$ cat src/rtl/full_st0_input_framer_pkg.sv
// Shared types for the stage-0 input framer: sample payload type and FSM encoding.
package full_st0_input_framer_pkg;

    typedef logic [31:0] float_24_8;

    typedef enum logic [1:0] {
        ST_IDLE  = 2'd0,
        ST_RUN   = 2'd1,
        ST_FLUSH = 2'd2
    } framer_state_e;

endpackage

$ cat src/rtl/full_st0_skid_buffer.sv
// Two-entry ready/valid buffer; entry 0 is always the head so the output is a plain register.
module full_st0_skid_buffer #(
    parameter int W = 33
) (
    input  logic         clk,
    input  logic         reset,
    input  logic         i_push,
    input  logic [W-1:0] i_data,
    input  logic         i_pop,
    output logic [W-1:0] o_head,
    output logic [1:0]   o_count
);

    logic [W-1:0] r_e0;
    logic [W-1:0] r_e1;
    logic [1:0]   r_count;

    always_ff @(posedge clk or negedge reset) begin
        if (!reset) begin
            r_e0    <= '0;
            r_e1    <= '0;
            r_count <= '0;
        end else begin
            // Caller never pushes when full, so push+pop only happens at count 1.
            if (i_pop) begin
                if (r_count == 2'd2)
                    r_e0 <= r_e1;
                else if (i_push)
                    r_e0 <= i_data;
            end else if (i_push) begin
                if (r_count == 2'd0)
                    r_e0 <= i_data;
                else
                    r_e1 <= i_data;
            end
            r_count <= r_count + {1'b0, i_push} - {1'b0, i_pop};
        end
    end

    assign o_head  = r_e0;
    assign o_count = r_count;

endmodule

$ cat src/rtl/full_st0_input_framer.sv
// Cuts the raw sample stream into bursts of load_length+1 words, tags the first word,
// pads partial bursts on disable and feeds stage_0_data through a 2-entry skid buffer.
//
// state | meaning
// IDLE  | not framing; buffered words still drain
// RUN   | accepting samples into the buffer
// FLUSH | writing zero pad words until the burst is complete
module full_st0_input_framer
    import full_st0_input_framer_pkg::*;
#(
    parameter int DATA_WIDTH  = 32,
    parameter int LEN_WIDTH   = 3,
    parameter int DEPTH_WIDTH = 3
) (
    input  logic                   clk,
    input  logic                   reset,
    input  logic                   cfg_enable,
    input  logic [LEN_WIDTH-1:0]   load_length,
    input  logic [DEPTH_WIDTH-1:0] load_depth,
    input  logic [DATA_WIDTH-1:0]  in_data,
    input  logic                   in_vld,
    input  logic                   in_last,
    output logic                   in_rdy,
    output logic [DATA_WIDTH-1:0]  stage_0_data,
    output logic                   stage_0_data_fst,
    output logic                   stage_0_data_vld,
    input  logic                   stage_0_data_rdy,
    output logic                   burst_done,
    output logic                   block_done,
    output logic [DEPTH_WIDTH-1:0] burst_index,
    output logic                   len_err
);

    localparam logic [LEN_WIDTH-1:0]   IDX_ONE = 1;
    localparam logic [DEPTH_WIDTH-1:0] BUR_ONE = 1;

    framer_state_e          r_state, w_state_nxt;
    logic [LEN_WIDTH-1:0]   r_word_idx, w_idx_nxt;
    logic [LEN_WIDTH-1:0]   r_len_lat;
    logic [DEPTH_WIDTH-1:0] r_dep_lat;
    logic [DEPTH_WIDTH-1:0] r_burst_index;
    logic                   r_len_err, r_burst_done, r_block_done;

    logic [1:0]             w_count;
    logic [DATA_WIDTH:0]    w_head;
    logic [DATA_WIDTH-1:0]  w_wr_data;
    logic w_pop, w_wr_run, w_wr_pad, w_wr, w_at_end, w_early, w_burst_end;

    assign in_rdy           = (r_state == ST_RUN) && (w_count < 2'd2);
    assign stage_0_data_vld = (w_count != 2'd0);
    assign w_pop            = stage_0_data_vld && stage_0_data_rdy;

    assign w_wr_run    = (r_state == ST_RUN) && in_vld && in_rdy;
    assign w_wr_pad    = (r_state == ST_FLUSH) && (w_count < 2'd2);
    assign w_wr        = w_wr_run || w_wr_pad;
    assign w_at_end    = (r_word_idx == r_len_lat);
    assign w_early     = w_wr_run && in_last && !w_at_end;
    assign w_burst_end = w_wr && w_at_end;
    assign w_wr_data   = w_wr_pad ? '0 : in_data;

    full_st0_skid_buffer #(.W(DATA_WIDTH + 1)) u_skid (
        .clk     (clk),
        .reset   (reset),
        .i_push  (w_wr),
        .i_data  ({(r_word_idx == '0), w_wr_data}),
        .i_pop   (w_pop),
        .o_head  (w_head),
        .o_count (w_count)
    );

    assign {stage_0_data_fst, stage_0_data} = w_head;

    always_comb begin
        w_idx_nxt = r_word_idx;
        if (w_wr)
            w_idx_nxt = (w_at_end || w_early) ? '0 : r_word_idx + IDX_ONE;
    end

    // Disable decision uses the post-write index so a word accepted on the
    // disabling edge still gets its burst padded out.
    always_comb begin
        w_state_nxt = r_state;
        unique case (r_state)
            ST_IDLE:  if (cfg_enable) w_state_nxt = ST_RUN;
            ST_RUN:   if (!cfg_enable) w_state_nxt = (w_idx_nxt == '0) ? ST_IDLE : ST_FLUSH;
            ST_FLUSH: if (w_burst_end) w_state_nxt = ST_IDLE;
            default:  w_state_nxt = ST_IDLE;
        endcase
    end

    always_ff @(posedge clk or negedge reset) begin
        if (!reset) begin
            r_state       <= ST_IDLE;
            r_word_idx    <= '0;
            r_len_lat     <= '0;
            r_dep_lat     <= '0;
            r_burst_index <= '0;
            r_len_err     <= 1'b0;
            r_burst_done  <= 1'b0;
            r_block_done  <= 1'b0;
        end else begin
            r_state    <= w_state_nxt;
            r_word_idx <= w_idx_nxt;
            if (r_state == ST_IDLE && cfg_enable) begin
                r_len_lat <= load_length;
                r_dep_lat <= load_depth;
                r_len_err <= 1'b0;
            end else if (w_early) begin
                r_len_err <= 1'b1;
            end
            r_burst_done <= w_burst_end;
            r_block_done <= w_burst_end && (r_burst_index == r_dep_lat);
            if (w_burst_end)
                r_burst_index <= (r_burst_index == r_dep_lat) ? '0 : r_burst_index + BUR_ONE;
        end
    end

    assign burst_done  = r_burst_done;
    assign block_done  = r_block_done;
    assign burst_index = r_burst_index;
    assign len_err     = r_len_err;

endmodule

$ cat config.mk
export PLATFORM = sky130hd
export DESIGN_NAME = full_st0_input_framer
export DESIGN_NICKNAME = d
export VERILOG_FILES = /design/src/rtl/full_st0_input_framer_pkg.sv /design/src/rtl/full_st0_skid_buffer.sv /design/src/rtl/full_st0_input_framer.sv
export SDC_FILE = /design/constraint.sdc
export NUM_CORES = 1
export LEC_CHECK = 0
export ABC_AREA = 1
export CORE_MARGIN = 4
export CORE_UTILIZATION = 63
export DETAILED_ROUTE_END_ITERATION = 6
export DONT_BUFFER_PORTS = 1
export GPL_TIMING_DRIVEN = 1
export PLACE_DENSITY = 0.84
export SLEW_MARGIN = 40
export SYNTH_ARGS = -nofsm -noshare
export SYNTH_HDL_FRONTEND = slang
export SYNTH_SLANG_ARGS = --single-unit
$ cat constraint.sdc
create_clock -name clk -period 2.2 [get_ports clk]
set_input_delay 0.11 -clock clk [delete_from_list [all_inputs] [get_ports clk]]
set_output_delay 0.11 -clock clk [all_outputs]
set_load 0.02 [all_outputs]
==> impl_results.md <==
* Max-cap violation count at 0
* Worst hold slack at 0.0462 ns
* Worst min path class: input pin to register
* Top layer in use: met4
* Max Slew Vio Count at 0
* Final Critical Period at 2.06 ns
* Peak VDD IR at 0.920 mV
* Reg area at 2130 sq um
* Clk pin slew, worst setup/hold paths at 0.08 ns
* Leakage at 2.28 nW
* Worst slew margin at 0.635
* DRT met1 WL at 3530 um
* DRT iter0 DRCs at 196
* Tot Pwr at 6.45 mW
* Routed vias at 3128
* Die Wd at 86.6 um
* Hold Fails Final Rpt at 0
* Sequential share of the synthesized area at 0.546
* Crit path setup slack, layout at 0.143 ns
* Pin count of the biggest net entering global routing at 86
* Fin nets at 532
* First-pass GRT wire length at 14200 um
* DP HPWL at 5160 um
* Hold path depth at 2
* Mapped Area at 3890 sq um
* Mean Syn Cell Area at 8.79 sq um
* Logic gate share of total power at 0.334
* Clock skew at 0.00888 ns
* Skew-Pair Late Insertion Delay at 0.35 ns
* Int Power at 3.69 mW
* Fin crit share at 0.935
* Critical path arrival at 2.29 ns
* Pre-CTS setup slack at 0.132 ns
* Drt wl/cell at 15.5 um
* Setup CP Type: register to register
* Antenna viol nets, final at 0
* Worst slew pin tran at 0.547 ns
* GP Congestion at 0.868
* CTS Root Cell: clkbuf_8
* CTS Buf Count at 9
* IO Count at 85
* FILL cells at 404
* Layout cells sized above 1 at 0.115
* IO buf count at 0
* Row count at 28
* Metal3 WL at 537 um
* Register bit total from synthesis at 85
* Critical path launch point type: register
* Global Route Usage Sum at 0.243
* Core area at 5960 sq um
* TritonCTS clock tree: built
* RSZ-0062 raised after global routing: false
* Fmax at 486 MHz
* R2R cell count at 10
* Number of antenna violations at the first check in global routing at 0
* Vias in the first global route at 3005
* Layout area overhead at 18.1%
* Syn Inst Count at 443
* WP data required at 2.43 ns
* Setup TNS Final at 0 ns
* Power Dens Cells at 1400 nW/um^2
* # setup viols final at 0
* Sink Count at 85
* Worst Path Max Fanout at 42
* Clock power share at 0.182
* Switching power at 2.76 mW
* Switching share of total power at 0.428
* Post-Syn Nets at 493
* Starting Density at 0.654
* Status: finished clean
* DR pass1 iterations at 5
* CP Capture Type: register
* DIE HEIGHT at 86.6 um
* Clock tree buffer depth at 2
* Die Area at 7500 sq um
* Drc violations at 0
* WL met2 at 4420 um
* Global route total overflow at 0
* Routed WL at 8710 um
* Synth cell types at 27
* Vias per cell at 5.56
* H-tree Lvls at 3
* Seq pwr share at 0.484
* Multi-input logic area at 1560 sq um
* Yosys warns at 0
* Number of post-CTS setup repair buffers at 0
## flip-flops by register name, indices dropped and copies added (netlist names)
signal / count
burst_index: 3
r_len_lat: 3
r_dep_lat: 3
r_state: 2
u_skid.r_e1: 33
burst_done: 1
r_word_idx: 3
u_skid.o_count: 2
u_skid.o_head: 33
len_err: 1
block_done: 1
## cells by family after synthesis
family	after synthesis	synth area share
xor gates and xnor gates	8	0.0180
and+or+nand+nor	196	0.212
DFF	85	0.546
adders and majority gates	6	0.0193
AOI/OAI and AO/OA	105	0.145
buffers and inverters	43	0.0598
## cells in the mapped netlist
master,instances,area [sq um]
buf_8,1,15.0
o21ai_2,9,78.8
nand4_2,1,12.5
nand2_4,1,11.3
clkbuf_1,7,26.3
clkinv_1,1,3.75
a31oi_1,1,6.26
a21oi_1,4,20.0
buf_4,6,45.0
inv_2,6,22.5
nand4_1,4,25.0
ha_1,6,75.1
o31ai_1,1,7.51
dfrtp_1,85,2130
nand3_4,1,17.5
nand2_1,158,593
nand2_2,9,56.3
nor2_4,2,22.5
o21ai_1,53,265
inv_1,12,45.0
nand3_1,9,45.0
o21ai_0,37,185
xnor2_1,5,43.8
buf_6,4,45.0
nor2_1,11,41.3
xor2_1,3,26.3
buf_2,6,30.0
## power groups by stage
stage | Combinational [mW] | Clock, mW | Sequential [mW]
after floorplan | 1.72 | 0 | 3.00
after global placement | 1.89 | 0 | 3.11
after detailed placement | 1.99 | 0 | 3.14
after CTS | 2.11 | 1.19 | 3.11
after global routing | 2.48 | 1.27 | 3.19
final | 2.16 | 1.18 | 3.12
## path summary, 6_finish.rpt
| path | from | to | slack [ns] |
|---|---|---|---|
| min in group asynchronous | reset | u_skid.r_e1[24] | 0.37 |
| max reg2reg | u_skid.o_count[1] | u_skid.o_head[2] | 0.14 |
| min | cfg_enable | r_state[0] | 0.05 |
| max | u_skid.o_count[1] | u_skid.o_head[2] | 0.14 |
| max in group asynchronous | reset | u_skid.o_head[16] | 1.51 |
| min reg2reg | u_skid.r_e1[24] | u_skid.r_e1[24] | 0.49 |
## timing repair
| action | in CTS | in global routing |
|---|---|---|
| gates resized for setup | 0 | 2 |
| hold buffers | 44 | 0 |
| setup endpoints to repair | 0 | 15 |
| hold endpoints to repair | 127 | 0 |
## cell usage in the layout, fill, tap and decap left out, types with 9 or more instances in the layout
master,netlist,routed
clkbuf_8,0,12
dfrtp_1,85,85
dlygate4sd3_1,0,43
inv_1,12,12
nand2_1,158,157
nand2_2,9,10
nand3_1,9,9
nor2_1,11,10
o21ai_0,37,37
o21ai_1,53,53
o21ai_2,9,9
## final cells by class
cell class,instances,share of cell area
repair buffers,51,0.114
inverters,19,0.0155
flip-flops and latches,85,0.463
clock inverters,4,0.0117
diodes,1,0.000545
well taps,75,0.0204
clock buffers,12,0.0359
multi-input cells,316,0.339
## critical path: stages, from the launching register on
cell	delay, ns
dfrtp_1	0.40
inv_2	0.17
nand4_2	0.15
nand2_4	0.17
inv_2	0.09
ha_1	0.22
nor2_4	0.18
o21ai_4	0.16
buf_12	0.22
nand2_1	0.09
o21ai_1	0.08
## per-layer routing
metal,track usage,vias up
li1,-,1528
met1,0.304,1464
met2,0.403,114
met3,0.0570,22
met4,0.103,0
met5,0,-
## through the flow
stage,utilization,cells,cell area (sq um)
global placement,0.655,501,3900
CTS,0.768,561,4580
floorplan,-,443,3890
global route,0.771,562,4590
detailed placement,0.655,501,3900
finish,0.772,563,4600
Power figures use the tool's default switching activity.
